--- src/rtl/codec_pkg.sv ---
// Shared constants and event-strobe bundle for the audio codec serial interface.
package codec_pkg;

  localparam int CNT_W  = 10;
  localparam int SMPL_W = 16;

  localparam int LRCLK_BIT = 9;
  localparam int SCLK_BIT  = 4;
  localparam int MCLK_BIT  = 1;
  localparam int PH_W      = SCLK_BIT + 1;

  localparam logic [PH_W-1:0]  RX_SHIFT_PH = 5'd18;
  localparam logic [PH_W-1:0]  TX_SHIFT_PH = 5'd31;
  localparam logic [CNT_W-1:0] CNT_SHADOW  = 10'd500;
  localparam logic [CNT_W-1:0] CNT_TX_RHT  = 10'd511;
  localparam logic [CNT_W-1:0] CNT_VLD     = 10'd1011;
  localparam logic [CNT_W-1:0] CNT_WRAP    = 10'd1023;

  typedef struct packed {
    logic rx_shift;
    logic tx_shift;
    logic shadow;
    logic tx_rht;
    logic vld;
    logic wrap;
  } codec_ev_t;

endpackage

--- src/rtl/codec_clk_gen.sv ---
// Free-running frame counter: produces LRCLK/SCLK/MCLK straight from counter
// flops and decodes the datapath event strobes.
module codec_clk_gen
  import codec_pkg::*;
(
  input  logic      clk,
  input  logic      rst_n,
  output logic      o_lrclk,
  output logic      o_sclk,
  output logic      o_mclk,
  output codec_ev_t o_ev
);

  logic [CNT_W-1:0] r_cnt;

  // NOTE: sequential state uses non-blocking assignments so every flop samples
  // pre-edge values; blocking here would create order-dependent simulation.
  always_ff @(posedge clk or negedge rst_n) begin
    if (!rst_n) r_cnt <= '0;
    else        r_cnt <= r_cnt + 1'b1;
  end

  assign o_lrclk = r_cnt[LRCLK_BIT];
  assign o_sclk  = r_cnt[SCLK_BIT];
  assign o_mclk  = r_cnt[MCLK_BIT];

  // NOTE: combinational block assigns a default first so no path can infer a latch.
  always_comb begin
    o_ev          = '0;
    o_ev.rx_shift = (r_cnt[PH_W-1:0] == RX_SHIFT_PH);
    o_ev.tx_shift = (r_cnt[PH_W-1:0] == TX_SHIFT_PH);
    o_ev.shadow   = (r_cnt == CNT_SHADOW);
    o_ev.tx_rht   = (r_cnt == CNT_TX_RHT);
    o_ev.vld      = (r_cnt == CNT_VLD);
    o_ev.wrap     = (r_cnt == CNT_WRAP);
  end

endmodule

--- src/rtl/codec_intf.sv ---
// Left-justified 16-bit stereo codec interface: serial capture, paired playback
// and codec reset sequencing. Define CODEC_LOOPBACK_EN to replay received samples.
module codec_intf
  import codec_pkg::*;
(
  input  logic              clk,
  input  logic              rst_n,
  input  logic [SMPL_W-1:0] lft_out,
  input  logic [SMPL_W-1:0] rht_out,
  input  logic              SDout,
  output logic [SMPL_W-1:0] lft_in,
  output logic [SMPL_W-1:0] rht_in,
  output logic              vld,
  output logic              LRCLK,
  output logic              SCLK,
  output logic              MCLK,
  output logic              RSTn,
  output logic              SDin
);

  codec_ev_t         w_ev;
  logic              r_sync1, r_sync2;
  logic [SMPL_W-1:0] r_rx_sr, r_lft_shadow;
  logic [SMPL_W-1:0] r_lft_in, r_rht_in;
  logic              r_vld, r_rstn;
  logic [SMPL_W-1:0] r_tx_sr, r_rht_hold;
  logic [SMPL_W-1:0] w_tx_lft_src, w_tx_rht_src;

  codec_clk_gen u_clk_gen (
    .clk     (clk),
    .rst_n   (rst_n),
    .o_lrclk (LRCLK),
    .o_sclk  (SCLK),
    .o_mclk  (MCLK),
    .o_ev    (w_ev)
  );

`ifdef CODEC_LOOPBACK_EN
  assign w_tx_lft_src = r_lft_in;
  assign w_tx_rht_src = r_rht_in;
`else
  assign w_tx_lft_src = lft_out;
  assign w_tx_rht_src = rht_out;
`endif

  // Receive: sampling two clks after SCLK rises absorbs the synchronizer delay.
  always_ff @(posedge clk or negedge rst_n) begin
    if (!rst_n) begin
      r_sync1      <= 1'b0;
      r_sync2      <= 1'b0;
      r_rx_sr      <= '0;
      r_lft_shadow <= '0;
      r_lft_in     <= '0;
      r_rht_in     <= '0;
      r_vld        <= 1'b0;
    end else begin
      r_sync1 <= SDout;
      r_sync2 <= r_sync1;
      if (w_ev.rx_shift) r_rx_sr <= {r_rx_sr[SMPL_W-2:0], r_sync2};
      if (w_ev.shadow)   r_lft_shadow <= r_rx_sr;
      if (w_ev.vld) begin
        r_lft_in <= r_lft_shadow;
        r_rht_in <= r_rx_sr;
      end
      r_vld <= w_ev.vld & r_rstn;
    end
  end

  // Transmit: right sample is held at frame start so the pair plays together.
  always_ff @(posedge clk or negedge rst_n) begin
    if (!rst_n) begin
      r_tx_sr    <= '0;
      r_rht_hold <= '0;
      r_rstn     <= 1'b0;
    end else if (w_ev.wrap) begin
      r_tx_sr    <= w_tx_lft_src;
      r_rht_hold <= w_tx_rht_src;
      r_rstn     <= 1'b1;
    end else if (w_ev.tx_rht) begin
      r_tx_sr <= r_rht_hold;
    end else if (w_ev.tx_shift) begin
      r_tx_sr <= {r_tx_sr[SMPL_W-2:0], 1'b0};
    end
  end

  assign lft_in = r_lft_in;
  assign rht_in = r_rht_in;
  assign vld    = r_vld;
  assign RSTn   = r_rstn;
  assign SDin   = r_tx_sr[SMPL_W-1];

endmodule
--- config.mk ---
export PLATFORM = sky130hd
export DESIGN_NAME = codec_intf
export DESIGN_NICKNAME = d
export VERILOG_FILES = /design/src/rtl/codec_pkg.sv /design/src/rtl/codec_clk_gen.sv /design/src/rtl/codec_intf.sv
export SDC_FILE = /design/constraint.sdc
export NUM_CORES = 1
export LEC_CHECK = 0
export BUFFER_PORTS_ARGS = -buffer_cell sky130_fd_sc_hd__buf_2
export CAP_MARGIN = 20
export CORE_ASPECT_RATIO = 1.5
export CORE_MARGIN = 1.5
export CORE_UTILIZATION = 30
export DETAILED_ROUTE_END_ITERATION = 10
export PLACE_DENSITY = 0.57
export SYNTH_ARGS = -nofsm -noshare
export SYNTH_HDL_FRONTEND = slang
export SYNTH_SLANG_ARGS = --single-unit
--- constraint.sdc ---
create_clock -name clk -period 2.5 [get_ports clk]
set_input_delay 0.25 -clock clk [delete_from_list [all_inputs] [get_ports clk]]
set_output_delay 0.25 -clock clk [all_outputs]
set_load 0.05 [all_outputs]
==> out/results.txt <==
Status -> completed
Compound-gate portion of the synthesized area -> 0
Slew of the pin with the lowest slew margin -> 0.597 ns
Fin Clk Skew -> 0.00865 ns
Library cells used by synthesis -> 28
Synth area leaders -> dfrtp_1, mux2_2, mux2i_1, mux2_4, ha_1
# nets final -> 414
Hold Slack -> 0.136 ns
Post-CTS repair timing setup buffer count -> 0
Row count -> 55
Peak VDD IR -> 0.000378 V
Post-Synthesis Cells -> 292
Syn_nets -> 332
Clock Sinks -> 110
Worst Path Max Fanout -> 33
Die width -> 104 µm
Worst-path clk slew -> 0.07 ns
Setup TNS -> 0 ns
Final hold violation count -> 0
H-tree levels -> 3
R2R Path End -> lft_in[8]$_DFFE_PN0N_
RSZ-0062 raised after global routing -> no
Mapped Area -> 4570 µm²
CP arrival -> 2.23 ns
P&R area growth vs syn -> 20.7%
CTS max path bufs -> 2
# resized after CTS -> 0
Post-synth top area share -> 0.603
GRT Resource Usage Total -> 0.110
Die Span Y -> 154 µm
CP Launch Type -> register
Tot Pwr -> 3.31 mW
Multiplexer area fraction after synthesis -> 0.308
Largest area contributor in the netlist -> dfrtp_1
F_max -> 501 MHz
Count leader, synth -> dfrtp_1
Pre-antenna DRT Iters -> 4
Post-Synth Adder-Cell Area -> 0.0137
Most frequent cells after synthesis -> dfrtp_1, mux2_2, mux2i_1, mux2_4, nand2_1
Initial antenna violation count -> 0
Hold_buf cts -> 2
Top FF cell, synth -> dfrtp_1
CTS tree -> built
Via count -> 2526
Critical path class -> register to register
Hold crit path type -> input port to register
Clock Latency Late Sink -> 0.34 ns
MaxCap Viol Count -> 0
Via/cell ratio -> 4.37
Post-Synth XOR/XNOR Area -> 0.0134
Syn avg cell area -> 15.6 µm²
Max-slew violations -> 0
Worst Path Buf+Inv -> 1
Endpoints failing setup -> 0
Sequential share of the synthesized area -> 0.603
Routed Antenna Nets -> 0
Final Cycle Share -> 0.799
FILL cells -> 1516
TritonCTS Buffers -> 9
Max-slew headroom -> 0.602
Async SR Flop Fraction -> 1.00
Hold Crit Endpoint -> r_rht_hold[3]$_DFFE_PN0P_
P_leak -> 2.69 nW
Slowest stage cell on the critical path -> or3b_2
YS warnings -> 0
Core region area -> 15000 µm²
Drt wl/cell -> 13.9 µm
DRC Markers -> 0
Reg-to-reg slack, setup -> 0.50 ns
Ant diodes -> 0
Share of cells above drive strength 1 -> 0.480
RD Place Congestion -> 0.778
HP Start -> rht_out[3]
# IOs -> 73
Hpwl dp -> 5.66 mm
CTS root buf -> clkbuf_16
I/O Buffers -> 72
Die footprint -> 16000 µm²
CP max stage delay -> 0.47 ns
Main combinational cell family by area after synthesis -> multiplexers
CP endpoint kind -> register
Crit path cell chain -> ha_1 -> or3b_2 -> nor3_4 -> buf_12 -> mux2_2
Number of global-route vias before repair -> 2861
Minimum clock period -> 2.00 ns
Worst hold stages -> 2
First-pass GRT wire length -> 14.1 mm
Worst path required time -> 2.73 ns
Worst-case reg-to-reg path depth -> 5
Largest net degree at the start of global routing -> 47
Reg2Reg Launch Point -> u_clk_gen.r_cnt[1]$_DFF_PN0_
Total gr overflow -> 0
Simple-gate share of the synthesized area -> 0.0362
Pwr dens -> 601 nW/µm²
Top delay family on crit path -> simple AND/OR/NAND/NOR gates
Routed WL -> 8.02 mm
Initial core utilization -> 0.304
Post-synth EDFFs -> 0
Drt initial violations -> 119
Seq cells post-synth -> 110
## worst register-to-register path: cells and delay by family (launching register included)
kind	cells	cell delay [ns]
adder cells (fa/ha/maj)	1	0.19
buffers and inverters	1	0.24
flip-flops	1	0.45
multiplexers	1	0.37
AND/OR/NAND/NOR	2	0.63
## logic make-up (layout without fill, tap and decap cells)
kind of cell | count (synthesis) | in the layout
xor gates and xnor gates | 7 | 7
adders and majority gates | 5 | 5
buffers and inverters | 17 | 104
DFF | 110 | 110
muxes | 127 | 127
and+or+nand+nor | 26 | 26
## routing by layer
layer,vias to the layer above,part of all wire,global-route usage
li1,1189,-,-
met1,1279,0.42,0.125
met2,51,0.53,0.196
met3,7,0.038,0.0280
met4,0,0.012,0.0423
met5,-,0,0
## cell type report
cell class | instances | area (µm²) | share of cell area
Inverter | 4 | 15.0 | 0.00272
Sequential cell | 110 | 2750 | 0.499
Multi-Input combinational cell | 165 | 1700 | 0.309
Clock inverter | 6 | 68.8 | 0.0125
Tap cell | 199 | 249 | 0.0452
Timing Repair Buffer | 84 | 483 | 0.0876
Clock buffer | 10 | 239 | 0.0434
## report_power, final
group | switching (mW) | internal (mW) | leakage (nW)
Combinational | 0.0414 | 0.0263 | 1.11
Clock | 0.651 | 0.812 | 0.149
Sequential | 0.00105 | 1.78 | 1.44
## state kept, by name, summed over array words and instances (netlist names)
register,count
RSTn,1
vld,1
r_sync1,1
r_sync2,1
u_clk_gen.r_cnt,10
lft_in,16
r_lft_shadow,16
r_tx_sr,16
r_rht_hold,16
rht_in,16
r_rx_sr,16
## per-stage QoR
step | utilization | cells | setup WS, ns | cell area (µm²)
finish | 0.367 | 578 | 0.503 | 5510
CTS | 0.367 | 578 | 0.488 | 5510
global placement | 0.346 | 560 | 0.539 | 5180
floorplan | - | 292 | 0.174 | 4570
detailed placement | 0.346 | 560 | 0.495 | 5180
global route | 0.367 | 578 | 0.385 | 5510
## how the worst max path moves through the flow
stage                                 startpoint                      end  slack [ns]  cells past startpoint
floorplan           u_clk_gen.r_cnt[1]$_DFF_PN0_  r_tx_sr[10]$_DFFE_PN0P_        0.17                      8
detailed placement  u_clk_gen.r_cnt[1]$_DFF_PN0_    lft_in[3]$_DFFE_PN0N_        0.50                      5
finish              u_clk_gen.r_cnt[1]$_DFF_PN0_    lft_in[8]$_DFFE_PN0N_        0.50                      5
global placement    u_clk_gen.r_cnt[1]$_DFF_PN0_    lft_in[7]$_DFFE_PN0N_        0.54                      5
CTS                 u_clk_gen.r_cnt[1]$_DFF_PN0_    rht_in[1]$_DFFE_PN0N_        0.49                      5
global route        u_clk_gen.r_cnt[1]$_DFF_PN0_    rht_in[0]$_DFFE_PN0N_        0.38                      5
## layout by cell type (no fill, tap or decap), types with 2 or more instances in the layout
cell / netlist / final
buf_12: 1 / 2
buf_2: 2 / 71
buf_4: 5 / 9
clkbuf_16: 0 / 9
dfrtp_1: 110 / 110
dlygate4sd3_1: 0 / 2
ha_1: 5 / 5
inv_1: 4 / 4
inv_6: 0 / 2
mux2_1: 3 / 3
mux2_2: 67 / 67
mux2_4: 10 / 10
mux2i_1: 47 / 47
nand2_1: 7 / 7
nand3_1: 3 / 3
nor2_1: 2 / 2
nor3_1: 3 / 3
nor3_2: 3 / 2
nor3_4: 1 / 2
xor2_1: 6 / 6
(Power assumes the default switching activity.)
